## src/rtl/cam_pkg.sv

```systemverilog
// Shared constants, state encoding and RGB565 field layout for the camera capture path.
package cam_pkg;

  localparam int CAM_H_ACTIVE = 640;
  localparam int CAM_V_ACTIVE = 480;
  localparam int CAM_DEPTH    = 320 * 240;
  localparam int CAM_ADDR_W   = 19;

  typedef enum logic [1:0] {
    ST_WAIT,
    ST_VBLANK,
    ST_ACTIVE
  } cap_state_t;

  // RGB565 arrives as hi = RRRRRGGG, lo = GGGBBBBB; these are the MSB positions.
  localparam int R565_MSB    = 7;
  localparam int G565_HI_MSB = 2;
  localparam int G565_LO_MSB = 7;
  localparam int B565_MSB    = 4;

  function automatic logic [11:0] rgb565_to_444(input logic [7:0] hi, input logic [7:0] lo);
    return {hi[R565_MSB -: 4], hi[G565_HI_MSB -: 3], lo[G565_LO_MSB], lo[B565_MSB -: 4]};
  endfunction

endpackage

```

## src/rtl/cam_capture_if.sv

```systemverilog
// Frame-buffer write port: one strobe, RGB444 word and linear address per kept pixel.
interface cam_capture_if #(
  parameter int ADDR_W = 19
);
  logic              pix_wr;
  logic [11:0]       pix_data;
  logic [ADDR_W-1:0] pix_addr;

  modport master (output pix_wr, output pix_data, output pix_addr);
  modport slave  (input  pix_wr, input  pix_data, input  pix_addr);
endinterface

```

## src/rtl/cam_rgb444_pack.sv

```systemverilog
// Registered output stage: packs the RGB565 pair to RGB444 and holds data/address between strobes.
module cam_rgb444_pack
  import cam_pkg::*;
#(
  parameter int ADDR_W = CAM_ADDR_W
) (
  input  logic              pclk,
  input  logic              rstn_pclk,
  input  logic [7:0]        hi,
  input  logic [7:0]        lo,
  input  logic              keep,
  input  logic [ADDR_W-1:0] addr_next,
  cam_capture_if.master     wr
);

  always_ff @(posedge pclk or negedge rstn_pclk) begin
    if (!rstn_pclk) begin
      wr.pix_wr   <= 1'b0;
      wr.pix_data <= '0;
      wr.pix_addr <= '0;
    end else begin
      wr.pix_wr <= keep;
      if (keep) begin
        wr.pix_data <= rgb565_to_444(hi, lo);
        wr.pix_addr <= addr_next;
      end
    end
  end

endmodule

```

## src/rtl/cam_capture.sv

```systemverilog
// OV7670 capture: frames the byte stream, decimates 2:1 in both axes and writes RGB444 to the frame BRAM.
module cam_capture
  import cam_pkg::*;
#(
  parameter int H_ACTIVE = CAM_H_ACTIVE,
  parameter int V_ACTIVE = CAM_V_ACTIVE,
  parameter int DEPTH    = CAM_DEPTH,
  parameter int ADDR_W   = CAM_ADDR_W
) (
  input  logic       pclk,
  input  logic       rstn_pclk,
  input  logic       vsync,
  input  logic       href,
  input  logic [7:0] pix_byte,
  input  logic       cap_en,
  output logic       frame_done,
  cam_capture_if.master wr
);

  localparam int COL_W = $clog2(H_ACTIVE + 1);
  localparam int ROW_W = $clog2(V_ACTIVE + 1);

  logic              vsync_q, href_q, vsync_d, href_d;
  logic [7:0]        byte_q;
  cap_state_t        state_reg;
  logic              frame_en_reg;
  logic              phase_reg;
  logic [7:0]        hi_reg;
  logic [COL_W-1:0]  col_reg;
  logic [ROW_W-1:0]  row_reg;
  logic [ADDR_W-1:0] addr_cnt_reg;
  logic              frame_done_reg;

  logic vs_rise, vs_fall, href_fall, pix_done, in_range, keep;

  always_ff @(posedge pclk or negedge rstn_pclk) begin
    if (!rstn_pclk) begin
      vsync_q <= 1'b0;
      href_q  <= 1'b0;
      byte_q  <= '0;
      vsync_d <= 1'b0;
      href_d  <= 1'b0;
    end else begin
      vsync_q <= vsync;
      href_q  <= href;
      byte_q  <= pix_byte;
      vsync_d <= vsync_q;
      href_d  <= href_q;
    end
  end

  assign vs_rise   = vsync_q & ~vsync_d;
  assign vs_fall   = ~vsync_q & vsync_d;
  assign href_fall = ~href_q & href_d;

  // A pixel completing in the same cycle vsync rises belongs to an aborted line and is dropped,
  // so the last write always lands one cycle before frame_done.
  assign pix_done = (state_reg == ST_ACTIVE) & href_q & phase_reg & ~vs_rise;
  assign in_range = (col_reg < COL_W'(H_ACTIVE)) & (row_reg < ROW_W'(V_ACTIVE));
  assign keep     = pix_done & ~col_reg[0] & ~row_reg[0] & in_range & frame_en_reg
                  & (addr_cnt_reg < ADDR_W'(DEPTH));

  always_ff @(posedge pclk or negedge rstn_pclk) begin
    if (!rstn_pclk) begin
      state_reg      <= ST_WAIT;
      frame_en_reg   <= 1'b0;
      phase_reg      <= 1'b0;
      hi_reg         <= '0;
      col_reg        <= '0;
      row_reg        <= '0;
      addr_cnt_reg   <= '0;
      frame_done_reg <= 1'b0;
    end else begin
      frame_done_reg <= 1'b0;
      case (state_reg)
        ST_WAIT: begin
          if (vsync_q) state_reg <= ST_VBLANK;
        end
        ST_VBLANK: begin
          if (vs_fall) begin
            state_reg    <= ST_ACTIVE;
            frame_en_reg <= cap_en;
            addr_cnt_reg <= '0;
            row_reg      <= '0;
            col_reg      <= '0;
            phase_reg    <= 1'b0;
          end
        end
        ST_ACTIVE: begin
          if (vs_rise) begin
            state_reg      <= ST_VBLANK;
            frame_done_reg <= frame_en_reg;
            phase_reg      <= 1'b0;
          end else if (href_q) begin
            phase_reg <= ~phase_reg;
            if (!phase_reg) begin
              hi_reg <= byte_q;
            end else begin
              // Counters stop at the limit so overlong lines/frames never wrap back into range.
              if (col_reg < COL_W'(H_ACTIVE)) col_reg <= col_reg + 1'b1;
              if (keep) addr_cnt_reg <= addr_cnt_reg + 1'b1;
            end
          end else if (href_fall) begin
            phase_reg <= 1'b0;
            col_reg   <= '0;
            if (row_reg < ROW_W'(V_ACTIVE)) row_reg <= row_reg + 1'b1;
          end
        end
        default: state_reg <= ST_WAIT;
      endcase
    end
  end

  assign frame_done = frame_done_reg;

  cam_rgb444_pack #(
    .ADDR_W(ADDR_W)
  ) u_pack (
    .pclk      (pclk),
    .rstn_pclk (rstn_pclk),
    .hi        (hi_reg),
    .lo        (byte_q),
    .keep      (keep),
    .addr_next (addr_cnt_reg),
    .wr        (wr)
  );

endmodule

```

## src/flat_wrapper.sv

```systemverilog
// flat-port wrapper written by rule: the top's interface ports become plain ports
module cam_capture_flat import cam_pkg::*;
#(
  parameter int H_ACTIVE = CAM_H_ACTIVE,
  parameter int V_ACTIVE = CAM_V_ACTIVE,
  parameter int DEPTH    = CAM_DEPTH,
  parameter int ADDR_W   = CAM_ADDR_W
)
  (pclk, rstn_pclk, vsync, href, pix_byte, cap_en, frame_done, wr_pix_wr, wr_pix_data, wr_pix_addr);
  cam_capture_if #(.ADDR_W(ADDR_W)) wr_i ();
  input  logic pclk;
  input  logic rstn_pclk;
  input  logic vsync;
  input  logic href;
  input  logic [7:0] pix_byte;
  input  logic cap_en;
  output logic frame_done;
  output wire logic [$bits(wr_i.pix_wr)-1:0] wr_pix_wr;
  output wire logic [$bits(wr_i.pix_data)-1:0] wr_pix_data;
  output wire logic [$bits(wr_i.pix_addr)-1:0] wr_pix_addr;
  assign wr_pix_wr = wr_i.pix_wr;
  assign wr_pix_data = wr_i.pix_data;
  assign wr_pix_addr = wr_i.pix_addr;
  cam_capture #(.H_ACTIVE(H_ACTIVE), .V_ACTIVE(V_ACTIVE), .DEPTH(DEPTH), .ADDR_W(ADDR_W)) u_core (.pclk(pclk), .rstn_pclk(rstn_pclk), .vsync(vsync), .href(href), .pix_byte(pix_byte), .cap_en(cap_en), .frame_done(frame_done), .wr(wr_i));
endmodule
```

## config.mk

```make
export PLATFORM = sky130hd
export DESIGN_NAME = cam_capture_flat
export DESIGN_NICKNAME = d
export VERILOG_FILES = /design/src/rtl/cam_pkg.sv /design/src/rtl/cam_capture_if.sv /design/src/rtl/cam_rgb444_pack.sv /design/src/rtl/cam_capture.sv /design/src/flat_wrapper.sv
export SDC_FILE = /design/constraint.sdc
export NUM_CORES = 1
export LEC_CHECK = 0
export BUFFER_PORTS_ARGS = -buffer_cell sky130_fd_sc_hd__buf_2
export CAP_MARGIN = 40
export CORE_MARGIN = 2
export CORE_UTILIZATION = 35
export DETAILED_ROUTE_END_ITERATION = 8
export GPL_TIMING_DRIVEN = 0
export PLACE_DENSITY = 0.6
export SYNTH_ARGS = -nofsm -noshare
export SYNTH_HDL_FRONTEND = slang
export SYNTH_SLANG_ARGS = --single-unit
```

## constraint.sdc

```tcl
create_clock -name pclk -period 2.3 [get_ports pclk]
set_clock_uncertainty 0.05 [all_clocks]
set_input_delay 0.575 -clock pclk [delete_from_list [all_inputs] [get_ports pclk]]
set_output_delay 0.575 -clock pclk [all_outputs]
set_load 0.01 [all_outputs]
```

---- Yosys cells after proc, flatten, opt, wreduce, memory -nomap -nowiden ----
Index checks and enable logic that the tools add are counted.
word-level totals
  word-level logic and storage cells ...... 96
  bits of input ports ..................... 13
  output and inout bits ................... 33
  register bits ........................... 95
cells by class
  magnitude comparators ................... 3
  equal/unequal tests ..................... 16
  muxes and demuxes ....................... 30
  $add $sub $neg .......................... 3
  bitwise gates (word level) .............. 19
  reduce and logical (&&, ||, !) cells .... 9
operators with widths
  operator               number
  $mux 19                5
  $mux 10                6
  $mux 9                 5
  $pmux 19 s2            1
  $pmux 10 s2            1
  $add 19x1->19 const B  1
  $lt 19x17->1 const B   1
  $pmux 9 s2             1
  $reduce_and 6->1       3
  $and 1x1->1            12
  $ne 2x1->1 const B     6
  $add 10x1->10 const B  1
  $lt 10x10->1 const B   1
  $add 9x1->9 const B    1
  $lt 9x9->1 const B     1
  $ne 2x2->1 const B     4
  $not 1->1              7
  $mux 1                 6
  $mux 2                 3
  $ne 3x3->1 const B     2
  $pmux 2 s3             1
  $reduce_and 3->1       2
  $ne 4x1->1 const B     1
  $reduce_and 4->1       1
  other kinds (7)        7

---- Depth between registers and ports, before layout ----
Gate-level depths: netlist of the first run.
  depth in word-level cells ............... 14
  mapped depth ............................ 10

---- Modules after synthesis ----
Synthesis of the first run repeated with hierarchy kept, for this count alone.
second synthesis, totals
  cell total of the unflattened synthesis .. 372
  area, all modules ....................... 4282.9 um2
modules (own cells, without submodules)
  module           cells each  seq. area each (um2)  area an instance (um2)  instances
  cam_capture      306         1576.5                3099.2                  1
  cam_rgb444_pack  66          800.8                 1183.6                  1

---- Worst setup path before layout of the first run ----
Ideal clock, no wire load.
  kind .................................... reg2reg
  start point ............................. register u_core.state_reg[0]
  end point ............................... register u_core.col_reg[4]
  cell stages (with the launch flop) ...... 9
  period minus slack after synthesis ...... 2033 ps
  arrival time ............................ 1905 ps
  buffers on the path ..................... 1
  data required time ...................... 2172 ps
  setup slack ............................. 267 ps
  library setup time ...................... 78 ps
  cells stage by stage .................... dfrtp_1 -> inv_1 -> ha_1 -> nor2b_1 -> o21ai_1 -> nand3_1 -> clkbuf_1 -> or3_1 -> a21oi_1
on the way
  cells in the longest elaborated chain, start to end .. 3
  elaborated cells between the ends (all ways) .. 10
  classes of those cells .................. eq/ne: 7; mux: 1; reduce/logical: 2
RTL lines
  what                                             line                RTL
  start, declared                                  cam_capture.sv:25   cap_state_t state_reg;
  start signal, assigned                           cam_capture.sv:65   state_reg <= ST_WAIT;
  start signal, assigned                           cam_capture.sv:77   if (vsync_q) state_reg <= ST_VBLANK;
  start signal, assigned                           cam_capture.sv:81   state_reg <= ST_ACTIVE;
  $eq 2x2->1 / $eq 2x1->1 (equally long branches)  cam_capture.sv:75   case (state_reg)
  $ne 3x3->1 (no line) (tied with other cells)     -
  $reduce_and 6->1 (no line)                       -
  end signal, assigned                             cam_capture.sv:100  if (col_reg < COL_W'(H_ACTIVE)) col_reg <= col_reg + 1'b1;
  end, declared                                    cam_capture.sv:29   logic [COL_W-1:0] col_reg;
Parallel ways exist; a longest one is shown, timed or not.
A chain may end at the register's enable or synchronous reset.

---- Worst setup path in the final report of the first run ----
  start point ............................. register u_core.col_reg[0]
  end point ............................... register u_core.addr_cnt_reg[9]
on the way
  cells in the longest elaborated chain, start to end .. 8
  elaborated cells between the ends (all ways) .. 10
  classes of those cells .................. order compare: 1; eq/ne: 1; bitwise: 7; reduce/logical: 1
RTL lines
  what                                                                  line                RTL
  parallel branches: the longest is 3 deep, another holds $lt 10x10->1  -
  $and 1x1->1 * (2 in a row)                                            cam_capture.sv:60   assign keep = pix_done & ~col_reg[0] & ~row_reg[0] & in_range & frame_en_reg
  $and 1x1->1 *                                                         cam_capture.sv:61   & (addr_cnt_reg < ADDR_W'(DEPTH));
  $ne 2x2->1 (no line) *                                                -
  $reduce_and 6->1 (no line) *                                          -
  end signal, assigned                                                  cam_capture.sv:101  if (keep) addr_cnt_reg <= addr_cnt_reg + 1'b1;
  end, declared                                                         cam_capture.sv:31   logic [ADDR_W-1:0] addr_cnt_reg;
Mark *: on every way between the ends.

==> results.json, run 1 <==
{
  "wl_um": 9890,
  "yosysUniqueCellTypes": 50,
  "cts_buffer_depth": 2,
  "p_seq_share_pct": 40.6,
  "vias": 3473,
  "power.leakage_nw": 2.48,
  "ys_ff_latch": 94,
  "row_count": 40,
  "synth-main-ff-cell": "dfrtp_1",
  "end_kind": "flop",
  "firstDrtPassIters": 4,
  "cp-startpoint": "u_core.col_reg[0]",
  "synth_top_area_share_pct": 54.9,
  "diodes": 0,
  "p_clk_share_pct": 35.3,
  "crit_path_max_fanout": 10,
  "finalHoldViolations": 0,
  "dp_cells": 631,
  "io_buffers": 45,
  "clk_latency_ns": 0.34,
  "finalSetupViolCount": 0,
  "switching_share_pct": 32.3,
  "p_sw_w": 0.00150,
  "area_delta_synth_final_pct": 20.0,
  "yosys.area_share.adder_pct": 1.75,
  "netlist_instances": 438,
  "criticalPathCategory": "flop to flop",
  "yosys_warnings": 0,
  "cp-start-kind": "flop",
  "clock-sinks": 94,
  "synth_edf_count": 0,
  "yosysMostFrequentCell": "nand2_1",
  "place_congestion": 0.851,
  "async_reset_ff_share_pct": 100,
  "synth.avg_cell_area_um2": 9.78,
  "die_area_mm2": 0.0131,
  "post_drt_wl_per_cell_um": 15.3,
  "fmax_ghz": 0.445,
  "p_int_w": 0.00314,
  "synth-simple-area-share_pct": 23.1,
  "ys_seq_area_share_pct": 54.9,
  "fp.dieW_um": 115,
  "muxShareOfSynthArea_pct": 2.81,
  "grt_max_degree": 52,
  "final_util_pct": 43.0,
  "outcome": "finished clean",
  "coreArea_mm2": 0.0120,
  "syn-cell-area_mm2": 0.00428,
  "fin_area_mm2": 0.00514,
  "antenna_found_initial": 0,
  "htreeDepth": 3,
  "detailed_place_hpwl_um": 6600,
  "placed_cell_area_mm2": 0.00472,
  "viasPerCell": 5.36,
  "drv_cap": 0,
  "rsz0062_at_grt": "yes",
  "power.density_mw_per_mm2": 903,
  "grt_first_pass_wirelength_um": 16600,
  "grt_pass1_vias": 3421,
  "fin_nets": 515,
  "gr-usage-all-layers_pct": 15.8,
  "maxSlewHeadroom_pct": 56.5,
  "synth_top_area_cell": "dfrtp_1",
  "cp.required_ns": 2.45,
  "drt_iter0_markers": 240,
  "hold_path.class": "primary input to asynchronous set/reset pin",
  "synth-compound-area-share_pct": 14.1,
  "cts_buffers": 9,
  "path_clk_slew_ns": 0.07,
  "post-route-period-util_pct": 97.7,
  "synth_top_family_by_area": "simple AND/OR/NAND/NOR gates",
  "grt-ovfl-total": 0,
  "cts_root_buffer": "clkbuf_16",
  "drc": 0,
  "synth_nets": 457,
  "drive_gt1_share_pct": 20.8,
  "synth_common_cells": "117 x nand2_1, 94 x dfrtp_1, 16 x nor2_1, 16 x o21ai_0, 15 x a21oi_1",
  "die_h_um": 115,
  "peakVddDrop_mv": 0.534,
  "worst_pin_slew_ns": 0.649,
  "cts_tree": "done",
  "power_frac_comb_pct": 24.1,
  "synthXorXnorAreaFrac_pct": 0,
  "timing.rr.start": "u_core.col_reg[0]",
  "cp.arrival_ns": 2.40,
  "slew_violations": 0,
  "hold_buffers": 0,
  "yosys-top-cells-area": "dfrtp_1 55%, nand2_1 10%, a221o_1 2.8%",
  "total_power_w": 0.00464,
  "instances_no_fill": 648,
  "pin_count": 46,
  "finalCriticalPeriod_ns": 2.25,
  "start_util_pct": 35.8,
  "final_antenna_net_count": 0
}
## area by class of cell
type                       count  area (um^2)
clock inverter                 6         91.3
sequential                    94         2350
timing repair buffer          47          263
inverter                       8         32.5
multi-input combinational    313         1850
fill                        1148         6820
clock buffer                  10          239
tap                          147          184
buffer                        23          129
## per-layer routing
layer  global-route usage [%]  part of all wire, %  vias to the layer above
met4                     4.55                 0.91                        0
met2                     23.7                   43                       89
met1                     22.4                   51                     1706
li1                         -                    -                     1668
met3                     4.50                  5.1                       10
met5                        0                    0                        -
## power by group through the flow
stage                     registers (W)  logic, W  clock network (W)
after floorplan                 0.00187  0.000695                  0
after global placement          0.00189  0.000988                  0
after detailed placement        0.00190   0.00102                  0
after CTS                       0.00187   0.00104            0.00168
after global routing            0.00190   0.00124            0.00174
final                           0.00189   0.00112            0.00164
## critical path, stage by stage, from the launching register on
cell,delay (ns)
dfrtp_2,0.48
nor4b_4,0.27
nand2_1,0.10
or3_1,0.36
buf_2,0.18
buf_2,0.21
o311ai_1,0.29
o311ai_1,0.16
## stage by stage
stage	setup WS, ns	setup TNS, ns	hold slack [ns]
detailed placement	-0.111	-0.470	0.394
CTS	0.00800	0	0.208
floorplan	0.267	0	0.229
global placement	-0.324	-30.25	0.371
global route	-0.0528	-0.176	0.239
finish	0.0529	0	0.183
## path summary, 6_finish.rpt
path / to / slack (ns) / depth (start not counted)
setup / recovery: u_core.addr_cnt_reg[9] / 0.05 / 7
hold / removal: u_core.u_pack.wr.pix_addr[7] / 0.18 / 1
setup reg to reg: u_core.addr_cnt_reg[9] / 0.05 / 7
hold reg to reg: u_core.u_pack.wr.pix_data[2] / 0.40 / 2
max in group asynchronous: u_core.col_reg[0] / 1.37 / 2
min in group pclk: u_core.byte_q[5] / 0.29 / 1
## what timing repair did
action / CTS / global route
resized for setup: 4 / 26
buffers inserted: 0 / 1
pin swaps: 0 / 1
endpoints found under the setup margin: 17 / 66
## cell families (layout without fill, tap and decap cells)
kind of cell | after synthesis | in the layout
and+or+nand+nor | 213 | 213
muxes | 11 | 11
buffers and inverters | 31 | 94
AOI/OAI and AO/OA | 83 | 83
adders and majority gates | 6 | 6
DFF | 94 | 94
## layout by cell type (no fill, tap or decap), types with 3 or more instances in the layout
| master | count |
|---|---|
| mux2i_1 | 3 |
| or3_1 | 9 |
| o21a_1 | 4 |
| clkbuf_2 | 7 |
| a31oi_1 | 3 |
| o211a_1 | 3 |
| dfrtp_1 | 92 |
| nand3_1 | 14 |
| nand2_1 | 117 |
| a22o_1 | 3 |
| mux2_2 | 8 |
| a221o_1 | 12 |
| nor3_1 | 13 |
| nor2_1 | 16 |
| inv_1 | 6 |
| and3_1 | 8 |
| o311ai_1 | 3 |
| clkbuf_16 | 9 |
| o21ai_0 | 15 |
| and2_1 | 3 |
| o31ai_1 | 3 |
| o211ai_1 | 4 |
| a21oi_1 | 15 |
| ha_1 | 5 |
| nor2b_1 | 5 |
| a41oi_1 | 3 |
| clkbuf_1 | 5 |
| buf_2 | 50 |
| nand4_1 | 11 |
| nand2b_1 | 3 |
(Power assumes the default switching activity.)
==> inputs of run 2 (changes only) <==
- ABC_AREA: not set -> 1
==> results.json, run 2 <==
{
  "yosysUniqueCellTypes": 30,
  "regToRegSetupSlack_ns": 0.27,
  "cp-startpoint": "u_core.state_reg[0]",
  "setup_ws_ns": 0.272,
  "place_ws_ns": 0.296,
  "timing.rr.end": "u_core.addr_cnt_reg[4]",
  "drv_cap": 0,
  "end_kind": "flop",
  "grt-ovfl-total": 0,
  "final_common_cell": "nand2_1",
  "grt_pass1_vias": 3730,
  "synth.avg_cell_area_um2": 8.08,
  "finalSetupViolCount": 0,
  "detailed_place_hpwl_um": 7140,
  "cts_root_buffer": "clkbuf_16",
  "cts_tree": "done",
  "cp.required_ns": 2.48,
  "drc": 0,
  "switching_share_pct": 36.2,
  "p_int_w": 0.00326,
  "post_drt_wl_per_cell_um": 12.6,
  "slew_violations": 0,
  "hold_path.class": "primary input to asynchronous set/reset pin",
  "clock-sinks": 94,
  "pin_count": 46,
  "yosys_warnings": 0,
  "hold_buffers": 0,
  "cts_resized": 0,
  "critPathCapture": "u_core.addr_cnt_reg[4]",
  "htreeDepth": 3,
  "drive_gt1_share_pct": 14.4,
  "gr-usage-all-layers_pct": 16.0,
  "finalCriticalPeriod_ns": 2.03,
  "synth_nets": 575,
  "cp.arrival_ns": 2.21,
  "power.leakage_nw": 2.59,
  "ys_ff_latch": 94,
  "rsz0062_at_grt": "no",
  "cp.depth": 13,
  "fmax_ghz": 0.493,
  "critPathTopFamily": "simple AND/OR/NAND/NOR gates",
  "path_clk_slew_ns": 0.07,
  "rr_worst_depth": 13,
  "peakVddDrop_mv": 0.560,
  "cp_slowest_cell": "dfrtp_1",
  "p_sw_w": 0.00185,
  "criticalPathCategory": "flop to flop",
  "worst_pin_slew_ns": 0.612,
  "synth_top_area_share_pct": 52.4,
  "cp-start-kind": "flop",
  "yosysMostFrequentCell": "nand2_1",
  "fin_nets": 632,
  "viasPerCell": 4.74,
  "row_count": 41,
  "drt_iter0_markers": 205,
  "postCtsSetupRepairBufs": 0,
  "finalHoldViolations": 0,
  "syn-cell-area_mm2": 0.00449,
  "fp.dieW_um": 117,
  "synth_common_cells": "182 x nand2_1, 94 x dfrtp_1, 63 x nor2_1",
  "synth_top_area_cell": "dfrtp_1",
  "final_cell_mix": "182 x nand2_1, 94 x dfrtp_1, 63 x nor2_1",
  "power.density_mw_per_mm2": 971,
  "diodes": 0,
  "synth-main-ff-cell": "dfrtp_1",
  "vias": 3745,
  "async_reset_ff_share_pct": 100,
  "coreArea_mm2": 0.0126,
  "start_util_pct": 35.7,
  "ys_seq_area_share_pct": 52.4,
  "cp_common_cell": "nand2_4",
  "antenna_found_initial": 0,
  "netlist_instances": 556,
  "crit_path_max_fanout": 10,
  "yosys-top-cells-area": "dfrtp_1 52%, nand2_1 15%, nor2_1 5.3%",
  "area_delta_synth_final_pct": 17.2,
  "maxSlewHeadroom_pct": 59.2,
  "p_seq_share_pct": 39.6,
  "final_antenna_net_count": 0,
  "clk_latency_ns": 0.34,
  "path_cells": "inv_1 -> ha_1 -> buf_6 -> nand2_4 -> clkinv_4 -> nand2_2 -> nor3_2 -> nand3_2 -> nand2_4 -> nand2_4 -> buf_6 -> nand2_1 -> nand2_1",
  "die_h_um": 117,
  "post-route-period-util_pct": 88.2,
  "total_power_w": 0.00511,
  "synth_edf_count": 0,
  "grt_first_pass_wirelength_um": 17300,
  "outcome": "finished clean",
  "die_area_mm2": 0.0138,
  "grt_max_degree": 50,
  "whs_ns": 0.206,
  "power_frac_comb_pct": 31.2,
  "timing.rr.start": "u_core.state_reg[0]",
  "cts_buffer_depth": 2,
  "crit_buf_inv": 4,
  "place_congestion": 0.898,
  "p_clk_share_pct": 29.2,
  "cts_buffers": 9,
  "io_buffers": 45,
  "critPathMaxStageDelay_ns": 0.39,
  "wl_um": 9990,
  "firstDrtPassIters": 4
}
run 2: kinds of logic (layout without fill, tap and decap cells):
family / Yosys count / after routing / share of synthesized area [%]
buffers and inverters: 74 / 136 / 7.69
and+or+nand+nor: 311 / 311 / 29.0
xor gates and xnor gates: 7 / 7 / 1.36
AOI/OAI and AO/OA: 61 / 61 / 7.16
adders and majority gates: 6 / 6 / 1.67
DFF: 94 / 94 / 52.4
muxes: 3 / 3 / 0.752
run 2: per-stage QoR:
step / utilization (%) / area [um^2] / std cells / setup TNS [ns]
after floorplan: - / 4490 / 556 / 0
after global placement: 39.2 / 4930 / 773 / -28.43
after detailed placement: 39.5 / 4960 / 774 / 0
after CTS: 41.9 / 5260 / 790 / 0
after global routing: 41.9 / 5260 / 790 / 0
final: 41.9 / 5260 / 790 / 0
run 2: routing by layer:
metal / vias to the layer above / wire length, um / track usage [%] / part of all wire [%]
met5: - / 0 / 0 / 0
li1: 1877 / - / - / -
met3: 9 / 460 / 3.86 / 4.6
met1: 1782 / 4660 / 20.3 / 47
met2: 77 / 4770 / 27.0 / 48
met4: 0 / 107 / 5.18 / 1.1
run 2: worst min path at each step:
stage / depth (start not counted) / start / end / slack (ns)
2_1_floorplan: 0 / rstn_pclk / u_core.addr_cnt_reg[0] / 0.23
3_3_place_gp: 0 / u_core.vsync_q / u_core.vsync_d / 0.31
3_5_place_dp: 0 / u_core.vsync_q / u_core.vsync_d / 0.32
4_1_cts: 1 / rstn_pclk / u_core.hi_reg[1] / 0.22
5_1_grt: 1 / rstn_pclk / u_core.hi_reg[1] / 0.24
6_report: 1 / rstn_pclk / u_core.hi_reg[1] / 0.21
run 2: area by class of cell:
class                   instances  area, um^2
multi-input cells             388        1790
fillers                      1254        7300
flip-flops and latches         94        2350
repair buffers                 46         255
plain buffers                  18         128
inverters                      56         218
clock buffers                  11         243
well taps                     172         215
clock inverters                 5        58.8
run 2: power by group through the flow:
stage / Clock [W] / Sequential, W / Combinational, W
floorplan: 0 / 0.00207 / 0.00106
global placement: 0 / 0.00204 / 0.00155
detailed placement: 0 / 0.00206 / 0.00160
CTS: 0.00154 / 0.00203 / 0.00160
global route: 0.00162 / 0.00206 / 0.00180
finish: 0.00149 / 0.00203 / 0.00159
